## config.mk

```make
export PLATFORM = sky130hd
export DESIGN_NAME = pipe_hazard_ctrl
export DESIGN_NICKNAME = d
export VERILOG_FILES = /design/src/rtl/pipe_hazard_ctrl.sv
export SDC_FILE = /design/constraint.sdc
export NUM_CORES = 1
export LEC_CHECK = 0
export BUFFER_PORTS_ARGS = -buffer_cell sky130_fd_sc_hd__buf_4
export CAP_MARGIN = 0
export CELL_PAD_IN_SITES_DETAIL_PLACEMENT = 0
export CELL_PAD_IN_SITES_GLOBAL_PLACEMENT = 1
export CORE_MARGIN = 5
export CORE_UTILIZATION = 41
export DETAILED_ROUTE_END_ITERATION = 8
export GPL_TIMING_DRIVEN = 0
export PLACE_DENSITY = 0.87
export SLEW_MARGIN = 20
export SYNTH_ARGS = -nofsm -noshare
export SYNTH_HDL_FRONTEND = slang
export SYNTH_SLANG_ARGS = --single-unit
```

## constraint.sdc

```tcl
create_clock -name clk -period 4.65 [get_ports clk]
set_clock_uncertainty 0.1 [all_clocks]
set_input_delay 1.1625 -clock clk [delete_from_list [all_inputs] [get_ports clk]]
set_output_delay 1.1625 -clock clk [all_outputs]
set_load 0.02 [all_outputs]
```

## src/rtl/pipe_hazard_ctrl.sv

```systemverilog
// Hazard/flush controller: per-register in-flight scoreboard, RAW stall on DE, branch squash sequencing.
// Optional statistics counters are built only when HAZARD_STATS_EN is defined.
module pipe_hazard_ctrl #(
  parameter int REGWORDS   = 32,
  parameter int REGNOBITS  = 5,
  parameter int BR_PENALTY = 2
) (
  input  logic                 clk,
  input  logic                 reset,
  input  logic                 de_valid,
  input  logic [REGNOBITS-1:0] de_rs1,
  input  logic [REGNOBITS-1:0] de_rs2,
  input  logic                 de_rs1_used,
  input  logic                 de_rs2_used,
  input  logic                 de_wr_reg,
  input  logic [REGNOBITS-1:0] de_wregno,
  input  logic                 wb_valid,
  input  logic                 wb_wr_reg,
  input  logic [REGNOBITS-1:0] wb_wregno,
  input  logic                 agex_br_taken,
  output logic                 stall_fe,
  output logic                 stall_de,
  output logic                 bubble_agex,
  output logic                 flush_de,
  output logic                 de_issue,
  output logic [REGWORDS-1:0]  busy_bits,
  output logic                 err_sticky,
  output logic [31:0]          stall_cycles,
  output logic [31:0]          flush_cycles
);

  typedef enum logic {IDLE, FLUSH} state_t;

  localparam logic [1:0] FLUSH_LOAD = 2'(BR_PENALTY - 1);

  state_t              state_q, state_d;
  logic [1:0]          fcnt_q, fcnt_d;
  logic [1:0]          cnt_q [REGWORDS];
  logic [1:0]          cnt_d [REGWORDS];
  logic                err_q, err_d;
  logic [REGWORDS-1:0] busy;
  logic                hazard, in_flush, inc_en, dec_en;

  always_comb begin
    for (int r = 0; r < REGWORDS; r++) busy[r] = (cnt_q[r] != 2'd0);
  end

  assign busy_bits  = busy;
  assign err_sticky = err_q;

  // While reset is asserted the outputs behave as if the scoreboard were empty and the FSM idle.
  assign hazard = ~reset & de_valid &
                  ((de_rs1_used & (de_rs1 != '0) & busy[de_rs1]) |
                   (de_rs2_used & (de_rs2 != '0) & busy[de_rs2]));
  assign in_flush    = ~reset & (state_q == FLUSH);
  assign flush_de    = agex_br_taken | in_flush;
  assign stall_fe    = hazard & ~flush_de;
  assign stall_de    = hazard & ~flush_de;
  assign bubble_agex = hazard | flush_de;
  assign de_issue    = de_valid & ~hazard & ~flush_de;

  assign inc_en = de_issue & de_wr_reg & (de_wregno != '0);
  assign dec_en = wb_valid & wb_wr_reg & (wb_wregno != '0);

  // fcnt holds the flush cycles still owed after the current one; BR_PENALTY=1 never enters FLUSH.
  always_comb begin
    state_d = state_q;
    fcnt_d  = fcnt_q;
    case (state_q)
      IDLE: begin
        if (agex_br_taken) begin
          fcnt_d  = FLUSH_LOAD;
          state_d = (BR_PENALTY > 1) ? FLUSH : IDLE;
        end
      end
      FLUSH: begin
        if (agex_br_taken) begin
          fcnt_d = FLUSH_LOAD;
        end else if (fcnt_q <= 2'd1) begin
          state_d = IDLE;
          fcnt_d  = 2'd0;
        end else begin
          fcnt_d = fcnt_q - 2'd1;
        end
      end
      default: begin
        state_d = IDLE;
        fcnt_d  = 2'd0;
      end
    endcase
  end

  always_comb begin
    err_d    = err_q;
    cnt_d[0] = 2'd0;
    for (int r = 1; r < REGWORDS; r++) begin
      cnt_d[r] = cnt_q[r];
      if (inc_en && (de_wregno == REGNOBITS'(r)) &&
          !(dec_en && (wb_wregno == REGNOBITS'(r)))) begin
        if (cnt_q[r] == 2'd3) err_d = 1'b1;
        else                  cnt_d[r] = cnt_q[r] + 2'd1;
      end else if (dec_en && (wb_wregno == REGNOBITS'(r)) &&
                   !(inc_en && (de_wregno == REGNOBITS'(r)))) begin
        if (cnt_q[r] == 2'd0) err_d = 1'b1;
        else                  cnt_d[r] = cnt_q[r] - 2'd1;
      end
    end
  end

  always_ff @(posedge clk) begin
    if (reset) begin
      state_q <= IDLE;
      fcnt_q  <= 2'd0;
      err_q   <= 1'b0;
      for (int r = 0; r < REGWORDS; r++) cnt_q[r] <= 2'd0;
    end else begin
      state_q <= state_d;
      fcnt_q  <= fcnt_d;
      err_q   <= err_d;
      for (int r = 0; r < REGWORDS; r++) cnt_q[r] <= cnt_d[r];
    end
  end

`ifdef HAZARD_STATS_EN
  logic [31:0] stall_cycles_q, stall_cycles_d;
  logic [31:0] flush_cycles_q, flush_cycles_d;

  always_comb begin
    stall_cycles_d = stall_cycles_q + {31'd0, stall_de};
    flush_cycles_d = flush_cycles_q + {31'd0, flush_de};
  end

  always_ff @(posedge clk) begin
    if (reset) begin
      stall_cycles_q <= '0;
      flush_cycles_q <= '0;
    end else begin
      stall_cycles_q <= stall_cycles_d;
      flush_cycles_q <= flush_cycles_d;
    end
  end

  assign stall_cycles = stall_cycles_q;
  assign flush_cycles = flush_cycles_q;
`else
  assign stall_cycles = '0;
  assign flush_cycles = '0;
`endif

endmodule
```

==> summary.md <==
| Metric | Value |
|---|---|
| Core box area | 0.01589 mm^2 |
| # rows | 46 |
| Vias in the first global route | 6098 |
| Worst-Margin Slew | 1.162 ns |
| Rel. slew slack | 0.2195 |
| DR vias | 6837 |
| RSZ-0062 raised after global routing | yes |
| Area added between synthesis and finish | 21.10% |
| Root Buffer | clkbuf_16 |
| DR iter-0 viols | 621 |
| Initial antenna violation count | 0 |
| CTS tree | done |
| Worst path bufs/invs | 4 |
| Die height | 137.3 um |
| Max-cap violations | 0 |
| Yosys warning total | 0 |
| Die Area | 0.01885 mm^2 |
| Synth top cells by count | nor2_1, o21ai_0, nand2_1 |
| Post-synth top area share | 0.1989 |
| Max-slew violation count | 0 |
| Placer Congestion | 0.9930 |
| Total Wirelength | 23.22 mm |
| Leakage | 3.557 nW |
| CP Class | primary input to flop |
| Seq/Total Area, Yosys | 0.1989 |
| # fillers | 1602 |
| Diode count | 0 |
| Router iterations before antenna repair | 5 |
| Final setup viols | 0 |
| Initial core utilization | 0.4182 |
| Wire per inst | 18.37 um |
| Post-synthesis compound-gate area fraction | 0.1934 |
| Largest family of logic cells by synthesized area | simple AND/OR/NAND/NOR gates |
| Multiplexer area fraction after synthesis | 0.04332 |
| Largest net degree at the start of global routing | 13 |
| Fmax | 0.2171 GHz |
| Multi-input logic area | 0.004797 mm^2 |
| Worst VDD drop | 0.0001797 V |
| Biggest area consumer among synthesized cells | dfxtp_1 |
| XOR/XNOR Fraction of Synth Area | 0 |
| Netlist Area Pre-Place | 0.006643 mm^2 |
| Cell area after placement | 0.007611 mm^2 |
| I/O Buffers | 61 |
| Critical path cell sequence | buf_6, inv_6, mux2_2, mux4_2, a211oi_4, o311a_4, buf_6, buf_12, nor3_1, ha_1, and3_1, a31oi_1, nand4_1, nor4_4, a21oi_1 |
| Simple-Gate Fraction of Synth Area | 0.3093 |
| Pwr Density | 184.9 mW/mm^2 |
| Post-synth EDFFs | 0 |
| Gr ovfl total | 0 |
| Final Cycle Share | 0.9906 |
| Design Power | 1.487 mW |
| Crit path time final | 4.606 ns |
| Synth cell types | 56 |
| Post-route DRC | 0 |
| Adder-Cell Fraction of Synth Area | 0.1168 |
| Top cells by area, synth | dfxtp_1, ha_1, buf_4, o21ai_0, a21oi_1 |
| Worst hold slack | 0.4062 ns |
| Max Root-Sink Buffers | 2 |
| Worst Path Arrival | 4.71 ns |
| Most common cell in the synthesized netlist | nor2_1 |
| Die X | 137.3 um |
| Layout cells sized above 1 | 0.2042 |
| Clock Sinks | 66 |
| CTS H-tree lvls | 3 |
| Critical path's slowest cell | mux4_2 |
| Worst Path Max Fanout | 10 |
| Clock Latency Late Sink | 0.36 ns |
| Fin. Hold Viols | 0 |
| WP data required | 4.75 ns |
| Setup tns final | 0 ns |
| Antenna-violating nets left | 0 |
| Critical path endpoint category | flop |
| Min-Delay Path Class | flop to flop |
| Status | completed |
| FF+latch count, synth | 66 |
| Clock Pin Slew Worst Setup and Hold Paths | 0.06 ns |
| Most frequent CP cell | buf_6 |
| Commonest register cell after synthesis | dfxtp_1 |
| First-pass GRT wire length | 34.47 mm |
| Total CTS buffers | 9 |
| Crit path largest cell delay | 0.52 ns |
| Layout Cell Area excl Fill | 0.008044 mm^2 |
| Syn Area/Cell | 7.324 um^2 |
| Boundary Pins | 131 |
| Crit path max-delay family | compound AO/OA/AOI/OAI gates |
| Critical Path Start Type | primary input |
| Mean number of vias per cell | 5.409 |
| Post-Synthesis Cells | 907 |
| Synth async-reset ratio | 0 |
| HPWL Detailed | 17.97 mm |
| Fin nets | 1134 |
| Finished Core Util | 0.5064 |
| Storage cell area | 0.001321 mm^2 |
| Gr usage total | 0.2417 |
==> where the power goes <==
group	switching, mW	total [mW]	internal, mW	leakage [nW]
Clock	0.285	0.660	0.375	0.131
Combinational	0.165	0.258	0.0925	2.89
Sequential	0.00188	0.570	0.568	0.532
Total	0.452	1.49	1.04	3.56
==> path summary, 6_finish.rpt <==
check	start	endpoint	slack, ns	cells past startpoint
hold / removal	fcnt_q[1]	fcnt_q[1]	0.41	1
setup reg to reg	cnt_q[0][22]	err_sticky	0.53	14
setup / recovery	de_rs1[2]	err_sticky	0.04	15
hold reg to reg	fcnt_q[1]	fcnt_q[1]	0.41	1
==> flip-flops by register name, summed over array words and instances (netlist names) <==
| signal | cells |
|---|---|
| state_q | 1 |
| fcnt_q | 2 |
| cnt_q | 62 |
| err_sticky | 1 |
==> layer usage <==
layer  GRT usage  wire [um]  share of wire
met5           0          0              0
met4     0.07428        677          0.029
met3     0.04894       1542          0.066
met2      0.4035      10830           0.47
met1      0.3140      10170           0.44
==> cell usage in the layout (no fill, tap or decap), types with 3 or more instances in the layout <==
cell        synthesis  final
buf_4              66    128
nor2_1             80     80
o21ai_0            78     78
nand2_1            76     76
dfxtp_1            66     66
conb_1              1     65
ha_1               62     61
a21oi_1            62     60
inv_1              59     59
nor2b_1            39     39
nor3_1             34     33
nand4_1            31     31
a31oi_1            28     26
nor3b_1            20     20
nand2b_1           16     16
nor4_1             25     15
a21o_1             14     14
buf_2              12     11
or3_1              11     11
clkbuf_1           10     10
a221oi_1           10     10
mux4_2              9      9
nand3_1             9      9
nor4_2              0      9
nor4b_1             9      9
clkbuf_16           0      9
and3_1              8      8
or2_2               7      7
or2_1               7      7
o22ai_1             6      6
a211oi_1            5      5
buf_6               5      5
mux2_2              4      4
mux2i_1             4      4
nor3_2              3      4
buf_1               4      4
or2_4               3      3
and2_1              3      3
clkinvlp_4          0      3
==> worst register-to-register path, stage by stage, from the launching register on <==
cell and delay (ns):
dfxtp_1 0.42, nor2_1 0.16, mux2_2 0.30, mux4_2 0.52, a211oi_4 0.31, o311a_4 0.31, buf_6 0.17, buf_12 0.14
nor3_1 0.06, ha_1 0.25, and3_1 0.20, a31oi_1 0.27, nand4_1 0.20, nor4_4 0.41, a21oi_1 0.13
==> final cells by class <==
class / instances / share of cell area
Clock inverter: 6 / 0.005133
Clock buffer: 10 / 0.02971
Buffer: 98 / 0.08539
Timing Repair Buffer: 61 / 0.05693
Inverter: 60 / 0.02862
Tap cell: 216 / 0.03360
Sequential cell: 66 / 0.1643
Multi-Input combinational cell: 747 / 0.5964
==> kinds of logic (layout without fill, tap and decap cells) <==
| family | after synthesis | count (layout) |
|---|---|---|
| muxes | 17 | 17 |
| and+or+nand+nor | 387 | 387 |
| adders and majority gates | 62 | 62 |
| other | 1 | 65 |
| AOI/OAI and AO/OA | 216 | 216 |
| buffers and inverters | 158 | 235 |
| DFF | 66 | 66 |
==> through the flow <==
stage | std cells | setup WS (ns)
2_1_floorplan | 971 | 0.09388
3_3_place_gp | 1248 | -0.5397
3_5_place_dp | 1248 | -0.4831
4_1_cts | 1264 | 0.02125
5_1_grt | 1264 | -0.02905
6_report | 1264 | 0.04381
==> repair_timing <==
action | CTS | global route
hold endpoints to repair | 0 | 0
gates resized for setup | 4 | 22
pin swaps | 0 | 1
endpoints found under the setup margin | 2 | 4
setup buffers | 0 | 0
hold buffers | 0 | 0
Note: power is estimated with default switching activity, not from simulation.
